--- config.mk ---
export PLATFORM = sky130hd
export DESIGN_NAME = operand_fetch_flat
export DESIGN_NICKNAME = d
export VERILOG_FILES = /design/src/rtl/operand_fetch_if.sv /design/src/rtl/operand_fetch.sv /design/src/flat_wrapper.sv
export SDC_FILE = /design/constraint.sdc
export NUM_CORES = 1
export LEC_CHECK = 0
export CORE_ASPECT_RATIO = 2
export CORE_MARGIN = 1.5
export CORE_UTILIZATION = 40
export CTS_BUF_LIST = sky130_fd_sc_hd__clkbuf_16
export DETAILED_ROUTE_END_ITERATION = 12
export PLACE_DENSITY = 0.75
export SLEW_MARGIN = 20
export SYNTH_ARGS = -nofsm -noshare
export SYNTH_HDL_FRONTEND = slang
export SYNTH_SLANG_ARGS = --single-unit
--- constraint.sdc ---
create_clock -name clock -period 5.9 [get_ports clock]
set_input_delay 0.59 -clock clock [delete_from_list [all_inputs] [get_ports clock]]
set_output_delay 0.59 -clock clock [all_outputs]
set_load 0.02 [all_outputs]
--- src/rtl/operand_fetch_if.sv ---
// operand_fetch_if
//   Bundles every non-clock, non-reset signal of the operand-fetch stage.
//   Signal groups:
//     in_*   decode -> fetch instruction handshake and decoded fields
//     rf_*   fetch <-> register file read ports (data is one-cycle registered)
//     wb_*   register-file write port, snooped for forwarding
//     out_*  fetch -> execute handshake, payload and resolved operands
//   Modports:
//     slave  : the operand_fetch stage itself
//     master : the environment (decode, register file, execute)

interface operand_fetch_if;
    logic        in_valid;
    logic        in_ready;
    logic [5:0]  in_op;
    logic [4:0]  in_rs;
    logic [4:0]  in_rt;
    logic [4:0]  in_rd;
    logic [15:0] in_imm;

    logic [4:0]  rf_addra;
    logic [4:0]  rf_addrb;
    logic [31:0] rf_dataa;
    logic [31:0] rf_datab;

    logic        wb_en;
    logic [4:0]  wb_addr;
    logic [31:0] wb_data;

    logic        out_valid;
    logic        out_ready;
    logic [5:0]  out_op;
    logic [4:0]  out_rd;
    logic [15:0] out_imm;
    logic [31:0] out_a;
    logic [31:0] out_b;

    modport slave (
        input  in_valid, in_op, in_rs, in_rt, in_rd, in_imm,
        output in_ready,
        output rf_addra, rf_addrb,
        input  rf_dataa, rf_datab,
        input  wb_en, wb_addr, wb_data,
        output out_valid, out_op, out_rd, out_imm, out_a, out_b,
        input  out_ready
    );

    modport master (
        output in_valid, in_op, in_rs, in_rt, in_rd, in_imm,
        input  in_ready,
        input  rf_addra, rf_addrb,
        output rf_dataa, rf_datab,
        output wb_en, wb_addr, wb_data,
        input  out_valid, out_op, out_rd, out_imm, out_a, out_b,
        output out_ready
    );
endinterface

--- src/rtl/operand_fetch.sv ---
// operand_fetch
//   Two-stage operand fetch between decode and execute.
//   P stage: instruction whose register-file read addresses have been issued.
//   O stage: output register holding the payload and resolved operands.
//   The register-file write port is snooped so that operands never go stale,
//   both for writes that coincide with a read edge and for writes that land
//   while an instruction waits in P or O.
//   Ports:
//     clock  rising-edge clock
//     reset  asynchronous, active-low; clears all pipeline state
//     bus    operand_fetch_if.slave (decode, register-file and execute sides)

module operand_fetch (
    input  logic           clock,
    input  logic           reset,
    operand_fetch_if.slave bus
);

    typedef struct packed {
        logic [5:0]  op;
        logic [4:0]  rs;
        logic [4:0]  rt;
        logic [4:0]  rd;
        logic [15:0] imm;
        logic        fwd_a;
        logic        fwd_b;
        logic [31:0] fwd_data_a;
        logic [31:0] fwd_data_b;
    } p_entry_t;

    typedef struct packed {
        logic [5:0]  op;
        logic [4:0]  rs;
        logic [4:0]  rt;
        logic [4:0]  rd;
        logic [15:0] imm;
        logic [31:0] a;
        logic [31:0] b;
    } o_entry_t;

    logic     p_valid_q, p_valid_d;
    logic     o_valid_q, o_valid_d;
    p_entry_t p_q, p_d;
    o_entry_t o_q, o_d;

    logic       adv_o, adv_p;
    logic       p_load, p_hold, p_to_o, o_hold;
    logic [4:0] rd_a, rd_b;
    logic       hit_rd_a, hit_rd_b;
    logic       hit_p_rs, hit_p_rt;
    logic       hit_o_rs, hit_o_rt;

    assign adv_o  = !o_valid_q || bus.out_ready;
    assign adv_p  = !p_valid_q || adv_o;
    assign p_load = adv_p && bus.in_valid;
    assign p_hold = p_valid_q && !adv_o;
    assign p_to_o = p_valid_q && adv_o;
    assign o_hold = o_valid_q && !bus.out_ready;

    // A stalled P re-reads its own registers every cycle, so the read data
    // seen at the P->O edge always reflects the previous edge's contents.
    assign rd_a = p_hold ? p_q.rs : bus.in_rs;
    assign rd_b = p_hold ? p_q.rt : bus.in_rt;

    assign hit_rd_a = bus.wb_en && (bus.wb_addr == rd_a);
    assign hit_rd_b = bus.wb_en && (bus.wb_addr == rd_b);
    assign hit_p_rs = bus.wb_en && (bus.wb_addr == p_q.rs);
    assign hit_p_rt = bus.wb_en && (bus.wb_addr == p_q.rt);
    assign hit_o_rs = bus.wb_en && (bus.wb_addr == o_q.rs);
    assign hit_o_rt = bus.wb_en && (bus.wb_addr == o_q.rt);

    always_comb begin
        p_valid_d = p_valid_q;
        o_valid_d = o_valid_q;
        p_d       = p_q;
        o_d       = o_q;

        // The read sampled on this edge returns pre-write contents, so a
        // write to the address being read is captured here instead.
        if (p_load || p_hold) begin
            p_d.fwd_a = hit_rd_a;
            p_d.fwd_b = hit_rd_b;
            if (hit_rd_a) p_d.fwd_data_a = bus.wb_data;
            if (hit_rd_b) p_d.fwd_data_b = bus.wb_data;
        end

        if (adv_p) begin
            p_valid_d = bus.in_valid;
            if (bus.in_valid) begin
                p_d.op  = bus.in_op;
                p_d.rs  = bus.in_rs;
                p_d.rt  = bus.in_rt;
                p_d.rd  = bus.in_rd;
                p_d.imm = bus.in_imm;
            end
        end

        if (adv_o) o_valid_d = p_valid_q;

        if (p_to_o) begin
            o_d.op  = p_q.op;
            o_d.rs  = p_q.rs;
            o_d.rt  = p_q.rt;
            o_d.rd  = p_q.rd;
            o_d.imm = p_q.imm;
            o_d.a   = hit_p_rs ? bus.wb_data : (p_q.fwd_a ? p_q.fwd_data_a : bus.rf_dataa);
            o_d.b   = hit_p_rt ? bus.wb_data : (p_q.fwd_b ? p_q.fwd_data_b : bus.rf_datab);
        end else if (o_hold) begin
            if (hit_o_rs) o_d.a = bus.wb_data;
            if (hit_o_rt) o_d.b = bus.wb_data;
        end
    end

    always_ff @(posedge clock or negedge reset) begin
        if (!reset) begin
            p_valid_q <= 1'b0;
            o_valid_q <= 1'b0;
            p_q       <= '0;
            o_q       <= '0;
        end else begin
            p_valid_q <= p_valid_d;
            o_valid_q <= o_valid_d;
            p_q       <= p_d;
            o_q       <= o_d;
        end
    end

    assign bus.in_ready  = adv_p;
    assign bus.rf_addra  = rd_a;
    assign bus.rf_addrb  = rd_b;
    assign bus.out_valid = o_valid_q;
    assign bus.out_op    = o_q.op;
    assign bus.out_rd    = o_q.rd;
    assign bus.out_imm   = o_q.imm;
    assign bus.out_a     = o_q.a;
    assign bus.out_b     = o_q.b;

endmodule
--- src/flat_wrapper.sv ---
// flat-port wrapper written by rule: the top's interface ports become plain ports
module operand_fetch_flat 
  (clock, reset, bus_in_valid, bus_in_op, bus_in_rs, bus_in_rt, bus_in_rd, bus_in_imm, bus_in_ready, bus_rf_addra, bus_rf_addrb, bus_rf_dataa, bus_rf_datab, bus_wb_en, bus_wb_addr, bus_wb_data, bus_out_valid, bus_out_op, bus_out_rd, bus_out_imm, bus_out_a, bus_out_b, bus_out_ready);
  operand_fetch_if bus_i ();
  input  logic clock;
  input  logic reset;
  input wire logic [$bits(bus_i.in_valid)-1:0] bus_in_valid;
  input wire logic [$bits(bus_i.in_op)-1:0] bus_in_op;
  input wire logic [$bits(bus_i.in_rs)-1:0] bus_in_rs;
  input wire logic [$bits(bus_i.in_rt)-1:0] bus_in_rt;
  input wire logic [$bits(bus_i.in_rd)-1:0] bus_in_rd;
  input wire logic [$bits(bus_i.in_imm)-1:0] bus_in_imm;
  output wire logic [$bits(bus_i.in_ready)-1:0] bus_in_ready;
  output wire logic [$bits(bus_i.rf_addra)-1:0] bus_rf_addra;
  output wire logic [$bits(bus_i.rf_addrb)-1:0] bus_rf_addrb;
  input wire logic [$bits(bus_i.rf_dataa)-1:0] bus_rf_dataa;
  input wire logic [$bits(bus_i.rf_datab)-1:0] bus_rf_datab;
  input wire logic [$bits(bus_i.wb_en)-1:0] bus_wb_en;
  input wire logic [$bits(bus_i.wb_addr)-1:0] bus_wb_addr;
  input wire logic [$bits(bus_i.wb_data)-1:0] bus_wb_data;
  output wire logic [$bits(bus_i.out_valid)-1:0] bus_out_valid;
  output wire logic [$bits(bus_i.out_op)-1:0] bus_out_op;
  output wire logic [$bits(bus_i.out_rd)-1:0] bus_out_rd;
  output wire logic [$bits(bus_i.out_imm)-1:0] bus_out_imm;
  output wire logic [$bits(bus_i.out_a)-1:0] bus_out_a;
  output wire logic [$bits(bus_i.out_b)-1:0] bus_out_b;
  input wire logic [$bits(bus_i.out_ready)-1:0] bus_out_ready;
  assign bus_i.in_valid = bus_in_valid;
  assign bus_i.in_op = bus_in_op;
  assign bus_i.in_rs = bus_in_rs;
  assign bus_i.in_rt = bus_in_rt;
  assign bus_i.in_rd = bus_in_rd;
  assign bus_i.in_imm = bus_in_imm;
  assign bus_in_ready = bus_i.in_ready;
  assign bus_rf_addra = bus_i.rf_addra;
  assign bus_rf_addrb = bus_i.rf_addrb;
  assign bus_i.rf_dataa = bus_rf_dataa;
  assign bus_i.rf_datab = bus_rf_datab;
  assign bus_i.wb_en = bus_wb_en;
  assign bus_i.wb_addr = bus_wb_addr;
  assign bus_i.wb_data = bus_wb_data;
  assign bus_out_valid = bus_i.out_valid;
  assign bus_out_op = bus_i.out_op;
  assign bus_out_rd = bus_i.out_rd;
  assign bus_out_imm = bus_i.out_imm;
  assign bus_out_a = bus_i.out_a;
  assign bus_out_b = bus_i.out_b;
  assign bus_i.out_ready = bus_out_ready;
  operand_fetch u_core (.clock(clock), .reset(reset), .bus(bus_i));
endmodule
======== Word level (Yosys, flattened, before mapping) ========
Index checks and enable logic that the tools add are counted.
cells by class
  muxes and demuxes ....................... 10
  reduce and logical (&&, ||, !) cells .... 25
  $mul .................................... 0
  equality and inequality tests ........... 6
  shift-type cells ........................ 0
  add/subtract/negate cells ............... 0
  divide/modulo/power cells ............... 0
  $lt $le $gt $ge ......................... 0
  bitwise gates (word level) .............. 0
operator list
  kind                 number
  $mux W32             6
  $mux W64             2
  $eq A5 B5 Y1         6
  $logic_and A1 B1 Y1  10
  $mux W5              2
  $reduce_and A2 Y1    5
  $reduce_bool A2 Y1   3
  $logic_not A1 Y1     4
  $logic_or A1 B1 Y1   3
word-level totals
  bits in read-only memories .............. 0
  memory bits (writable) .................. 0
  register bits after elaboration ......... 206
  output and inout port bits .............. 103
  memories kept ........................... 0
  latch bits .............................. 0
  word-level logic and storage cells ...... 59

======== Longest topological paths before layout ========
Gate-level depths: netlist of the first run.
  depth after elaboration ................. 8
  gate-level depth with buffers ........... 9
  depth with buffers taken out ............ 6

======== Least setup slack after synthesis of the first run ========
No wires, ideal clock.
  path type ............................... input to register
  from .................................... input bus_out_ready
  to ...................................... register u_core.p_q[34] in the netlist's numbering
  arrival time ............................ 2550 ps
  library setup time ...................... 125 ps
  slack ................................... 3225 ps
  stages on the path ...................... 9
  path through ............................ and3b_1 > buf_4 > inv_2 > mux2_4 > xor2_1 > or4b_1 > buf_2 > buf_6 > mux2_4
on the way
  word-level cells in the longest chain between the ends .. 7
RTL lines
  element                      line                  text
  start: declaration           flat_wrapper.sv:27    input wire logic [$bits(bus_i.out_ready)-1:0] bus_out_ready;
  $logic_or A1 B1 Y1           operand_fetch.sv:53   assign adv_o = !o_valid_q || bus.out_ready;
  $logic_not A1 Y1             operand_fetch.sv:56   assign p_hold = p_valid_q && !adv_o;
  $logic_and A1 B1 Y1          operand_fetch.sv:56
  $mux W5                      operand_fetch.sv:62   assign rd_a = p_hold ? p_q.rs : bus.in_rs;
  named net bus_rf_addra[3]    flat_wrapper.sv:14    output wire logic [$bits(bus_i.rf_addra)-1:0] bus_rf_addra;
  $eq A5 B5 Y1                 operand_fetch.sv:65   assign hit_rd_a = bus.wb_en && (bus.wb_addr == rd_a);
  $logic_and A1 B1 Y1          operand_fetch.sv:65
  $reduce_and A2 Y1 (no line)  --
  end signal: assignment       operand_fetch.sv:123  p_q <= p_d;
  end: declaration             operand_fetch.sv:43   p_entry_t p_q, p_d;
The timed path passes the listed nets, and every way through them passes these cells.
A chain may end at the register's enable or synchronous reset.

======== Final worst setup path of the first run ========
  from .................................... input bus_out_ready
  to ...................................... register u_core.p_q[3] in the netlist's numbering
on the way
  word-level cells in the longest chain between the ends .. 7
RTL lines
  element                        line                 text
  $logic_or A1 B1 Y1 *           operand_fetch.sv:53
  $logic_not A1 Y1               operand_fetch.sv:56
  $logic_and A1 B1 Y1            operand_fetch.sv:56
  $mux W5                        operand_fetch.sv:63  assign rd_b = p_hold ? p_q.rt : bus.in_rt;
  $eq A5 B5 Y1                   operand_fetch.sv:66  assign hit_rd_b = bus.wb_en && (bus.wb_addr == rd_b);
  $logic_and A1 B1 Y1            operand_fetch.sv:66
  $reduce_and A2 Y1 (no line) *  --
Mark *: on every way between the ends. The rest lies on a longest branch, timed or not.

==> results of run 1 <==
## sequential cells by signal, summed over array words and instances, names as in the netlist
name and flops:
u_core.p_valid_q 1, u_core.bus.out_b 32, u_core.p_q 103, u_core.bus.out_imm 16, u_core.bus.out_a 32, u_core.o_q 10
u_core.bus.out_rd 5, u_core.bus.out_valid 1, u_core.bus.out_op 6
## metal layers
layer,vias to the layer above,GRT usage,wire (um)
met3,65,0.02932,1243
li1,3129,-,-
met1,3404,0.2190,9418
met5,-,0,0
met4,0,0.09919,1141
met2,237,0.3939,14800
## what timing repair did
action	in CTS	in global routing
hold endpoints to repair	36	0
hold buffers	1	0
setup buffers	0	0
## worst max path at each step
| stage | start | end | slack [ns] | cells after the start |
|---|---|---|---|---|
| 6_report | bus_out_ready | u_core.p_q[3] | 2.32 | 8 |
| 3_5_place_dp | bus_out_ready | u_core.p_q[6] | 1.80 | 8 |
| 4_1_cts | bus_out_ready | u_core.p_q[3] | 2.29 | 8 |
| 2_1_floorplan | bus_out_ready | u_core.p_q[34] | 3.23 | 9 |
| 5_1_grt | bus_out_ready | u_core.p_q[9] | 2.06 | 8 |
| 3_3_place_gp | bus_out_ready | u_core.p_q[2] | 1.87 | 8 |
## metrics by stage
| step | hold slack (ns) | cells | total power, mW | setup WS [ns] |
|---|---|---|---|---|
| CTS | 0.4659 | 1289 | 4.664 | 2.285 |
| global route | 0.4928 | 1289 | 4.835 | 2.065 |
| finish | 0.4637 | 1289 | 4.608 | 2.322 |
| floorplan | 0.2944 | 855 | 2.892 | 3.225 |
| detailed placement | 0.4508 | 1252 | 3.333 | 1.802 |
| global placement | 0.4419 | 1252 | 3.292 | 1.875 |
## worst register-to-register path: stages, from the launching register on
cell      delay [ns]
dfrtp_1         0.39
and3b_1         0.59
inv_2           0.27
nand2_2         0.77
o32ai_1         0.20
o211ai_1        0.19
buf_4           0.45
mux2_2          0.40
## layout make-up
type,count,share of cell area
clock buffers,21,0.04174
clock inverters,15,0.01073
inverters,4,0.001192
multi-input cells,500,0.3067
flip-flops and latches,206,0.4098
well taps,290,0.02882
repair buffers,253,0.2010
## where the power goes
group          total [mW]  switching, mW  internal [mW]
Sequential           2.03          0.244           1.78
Clock                1.30          0.564          0.740
Combinational        1.28          0.572          0.704
## cell usage in the layout (no fill, tap or decap), types with 2 or more instances in the layout
cell type,netlist,routed
nor2b_4,0,2
mux2_2,70,70
nor2_1,65,65
inv_6,0,2
nor2b_1,4,2
inv_1,3,4
a221o_1,64,64
clkbuf_16,0,21
bufinv_16,0,2
nand3_1,3,3
o21ai_0,5,5
nand2_1,142,141
a31oi_4,0,2
dfrtp_1,206,204
xnor2_1,14,14
mux2_4,30,30
clkinv_1,0,4
clkinv_2,0,3
nand2b_1,4,4
clkdlybuf4s50_1,0,244
mux2i_1,64,64
clkinvlp_4,0,2
xor2_1,11,11
buf_4,92,6
nor4_1,3,3
o21ai_4,0,2
## kinds of logic after synthesis
kind of cell    count (synthesis)  share of synthesized area
simple gates                  230                    0.09385
compound gates                 80                    0.07510
buf+inv                       149                    0.09460
flops                         206                     0.5218
xor+xnor                       25                    0.02216
mux                           165                     0.1925
==> impl_metrics.yaml, run 1 <==
logic_synthesis:
  yosysTopAreaCell: "dfrtp_1"
  yosysSeqAreaShare: 0.5218
  syn-num-nets: 998
  netlist_area_um2: 9879
  yosys-top-cells-area: "dfrtp_1, mux2_2, buf_4"
  synth_seq_cells: 206
  synthCells: 855
  yosysTopAreaCellShare: 0.5218
  synthTopCellsByCount: "dfrtp_1, nand2_1, buf_4"
  synth_cell_types: 39
  async_flop_share: 1.000
  synth_flop_cell: "dfrtp_1"
  syn_area_per_cell_um2: 11.55
  yosys_warnings: 0
  synth_enable_flop_cells: 0
  yosysMostFrequentCell: "dfrtp_1"
flow_run:
  maxCapViolations: 0
worst_setup_path:
  worst-path-buf-inv: 3
  crit_type: "in -> reg"
  crit_fanout: 41
  worst_path_max_delay_cell: "nand2_2"
  rr_endpoint: "u_core.p_q[3]"
  reg2reg_slack_ns: 2.51
  crit_required_ns: 6.28
  cp-end-kind: "flop"
  cp_cell_sequence: "clkdlybuf4s50_1, and3b_1, inv_2, nand2_2, o32ai_1, o211ai_1, buf_4, mux2_2"
  critical_path.max_stage_delay_ns: 0.77
  r2r-start: "u_core.bus.out_valid"
  critPathArrivalTime_ns: 3.96
  cp_top_family: "simple AND/OR/NAND/NOR gates"
  critPathLaunchType: "primary input"
  rr_worst_depth: 7
placement:
  place_area_um2: 11920
  dp_hpwl_um: 17780
  place_congestion: 0.8491
  io_buffers: 245
timing:
  max_freq_mhz: 279.5
  tightest_slew_ns: 1.132
  hold_viol_final: 0
  min_period_ns: 3.578
  finalMaxSlewViolations: 0
  slew_headroom: 0.2455
  period_share: 0.6064
  setup_violations: 0
  finClkSkew_ns: 0.01025
  rsz0062_at_grt: "no"
  finalSetupTns_ns: 0
clock_tree:
  cts_resized: 0
  clockBufferDepth: 3
  path_clk_slew_ns: 0.06
  cts.root.buffer_cell: "clkbuf_16"
  clkSinkCount: 206
  cts_tree: "built"
  clock_latency_ns: 0.50
  htree_levels: 1
  cts_inserted_buffers: 20
drt:
  routed_via_density: 5.303
  wire_per_inst_um: 20.64
  drt_iter0_drc: 320
  firstDrtPassIters: 4
  drt.antenna.violating_nets: 0
  drc: 0
  wl_um: 26600
  vias: 6835
floorplan:
  initial_core_util: 0.4062
  die_w_um: 114.1
  core_area_um2: 24320
  chipHeight_um: 225.3
  placementRows: 81
  pin_count: 246
  dieArea_um2: 25710
final_layout:
  ff_latch_area_um2: 5160
  finalNetCount: 1128
  multi_input_area_um2: 3861
  syn_to_final_growth_pct: 27.44
  final_area_um2: 12590
  diodes: 0
  n_fill_cell: 2127
  final_util: 0.5176
  layout-drive-gt1-share: 0.1522
hold_path:
  hold_end: "u_core.bus.out_imm[3]"
  hp-class: "reg -> reg"
  min_from: "u_core.p_q[69]"
  whs_path_depth: 2
power_and_ir_drop:
  p_per_area_nw_per_um2: 366.0
  max-vdd-ir-drop_mv: 0.2304
  p_leak_nw: 5.435
grt:
  antenna_found_initial: 0
  grt_pass1_vias: 7347
  grt_max_degree: 171
  grt_usage: 0.2070
  grt_overflow: 0
  grt_pass1_wl_um: 40880
run_status:
  status: "finished clean"
Power figures use the tool's default switching activity.
==> inputs of run 2 (changes only) <==
--- a/config.mk
+++ b/config.mk
@@ -10,7 +10,7 @@
 export CORE_UTILIZATION = 40
 export CTS_BUF_LIST = sky130_fd_sc_hd__clkbuf_16
 export DETAILED_ROUTE_END_ITERATION = 12
-export PLACE_DENSITY = 0.75
+export PLACE_DENSITY = 0.78
 export SLEW_MARGIN = 20
 export SYNTH_ARGS = -nofsm -noshare
 export SYNTH_HDL_FRONTEND = slang
==> constraint.sdc (replaced) <==
create_clock -name clock -period 3 [get_ports clock]
set_input_delay 0.3 -clock clock [delete_from_list [all_inputs] [get_ports clock]]
set_output_delay 0.3 -clock clock [all_outputs]
set_load 0.02 [all_outputs]
==> run 2 against run 1 <==
  * Combinational power grew 100%
  * Die area is the same
  * Sequential share of layout area shrank 0.49 points
  * Global-route usage grew 0.17 points
  * Setup slack lost 1.9 ns
  * Flip-flop and latch count is the same
  * Critical path depth shrank 1
  * Hold slack lost 0.11 ns
  * Clock power grew 77%
  * Non-clock buffer count grew 19
==> impl_metrics.yaml, run 2 (synthesized netlist as in run 1, its figures left out) <==
worst_setup_path:
  rr_worst_depth: 7
  crit_required_ns: 3.38
  crit_fanout: 33
  critPathLaunchType: "flop"
  critPathArrivalTime_ns: 2.92
  cp-end-kind: "flop"
  crit_type: "reg -> reg"
final_layout:
  regMostFlops: "u_core.p_q"
  largest_reg_flops: 103
  final_area_um2: 12740
  layout-drive-gt1-share: 0.1617
  finalNetCount: 1147
  layout_common_cells: "clkdlybuf4s50_1, dfrtp_1, nand2_1"
  syn_to_final_growth_pct: 28.91
  stdcell_count: 1306
  n_fill_cell: 2090
  layout_commonest_cell: "clkdlybuf4s50_1"
timing:
  tightest_slew_ns: 0.5843
  rsz0062_at_grt: "no"
  hold_viol_final: 0
  period_share: 0.8452
  max_freq_mhz: 394.4
  setup_violations: 0
  finalSetupTns_ns: 0
  finalMaxSlewViolations: 0
  slew_headroom: 0.6105
  min_period_ns: 2.536
  finClkSkew_ns: 0.005994
placement:
  place_congestion: 0.8744
  place_inst: 1271
  place_area_um2: 12150
  dp_hpwl_um: 18890
  io_buffers: 245
floorplan:
  pin_count: 246
  chipHeight_um: 225.3
  initial_core_util: 0.4062
  die_w_um: 114.1
  placementRows: 81
  core_area_um2: 24320
  dieArea_um2: 25710
hold_path:
  hp-class: "in -> async"
power_and_ir_drop:
  p_per_area_nw_per_um2: 694.0
  max-vdd-ir-drop_mv: 0.5478
  p_leak_nw: 5.531
  p_total_mw: 8.839
grt:
  antenna_found_initial: 2
  grt_overflow: 0
  grt_usage: 0.2087
  grt_max_degree: 77
  grt_pass1_vias: 7530
  grt_pass1_wl_um: 41410
clock_tree:
  cts.root.buffer_cell: "clkbuf_16"
  clkSinkCount: 206
  path_clk_slew_ns: 0.06
  cts_resized: 0
  cts_tree: "built"
  clock_latency_ns: 0.49
  clockBufferDepth: 3
  htree_levels: 1
  cts_inserted_buffers: 20
drt:
  firstDrtPassIters: 4
  routed_via_density: 5.353
  wire_per_inst_um: 20.46
  drt.antenna.violating_nets: 0
  drt_iter0_drc: 358
  vias: 6991
  wl_um: 26720
  drc: 0
flow_run:
  maxCapViolations: 0
run_status:
  status: "finished clean"
run 2: metrics by stage:
step | utilization | setup slack, ns | hold slack [ns]
6_report | 0.5236 | 0.4645 | 0.3553
2_1_floorplan | - | 0.4295 | 0.004409
3_5_place_dp | 0.4994 | 0.07630 | 0.3383
4_1_cts | 0.5234 | 0.4705 | 0.3597
5_1_grt | 0.5236 | 0.3870 | 0.3912
3_3_place_gp | 0.4994 | 0.1034 | 0.3250
run 2: per-layer routing:
layer	vias up	track usage	routed length (um)
met1	3527	0.2238	9710
met2	226	0.3844	14340
met3	74	0.03201	1237
met5	-	0	0
li1	3164	-	-
met4	0	0.1161	1436
run 2: area by class of cell:
class                      instances  area [um^2]  share of cell area
inverter                           4        15.01            0.001179
multi-input combinational        500         3861              0.3032
antenna                            2        5.005           0.0003930
sequential                       206         5157              0.4050
timing repair buffer             272         2761              0.2168
clock inverter                    11        47.55            0.003733
clock buffer                      21        525.5             0.04126
tap                              290        362.8             0.02849
run 2: worst paths after layout:
kind / startpoint / end / slack, ns
setup / recovery: u_core.bus.out_valid / u_core.p_q[36] / 0.46
hold / removal: reset / u_core.bus.out_b[20] / 0.36
setup reg to reg: u_core.bus.out_valid / u_core.p_q[36] / 0.46
hold reg to reg: u_core.p_q[67] / u_core.bus.out_imm[1] / 0.46
max in group asynchronous: reset / u_core.p_q[60] / 1.81
min in group clock: bus_in_op[2] / u_core.p_q[99] / 0.42
run 2: what timing repair did:
item / CTS / global route
buffers inserted: 0 / 0
hold buffers: 1 / 0
hold endpoints to repair: 59 / 0
run 2: critical path, stage by stage, from the launching register on:
cell,delay [ns]
dfrtp_1,0.40
and3b_1,0.20
inv_2,0.08
mux2_4,0.31
xor2_1,0.13
or4b_2,0.71
buf_12,0.22
mux2_4,0.33
run 2: report_power, final:
part	switching, mW	internal, mW	total [mW]
logic	1.15	1.42	2.57
registers	0.459	3.51	3.97
clock network	1.05	1.25	2.30
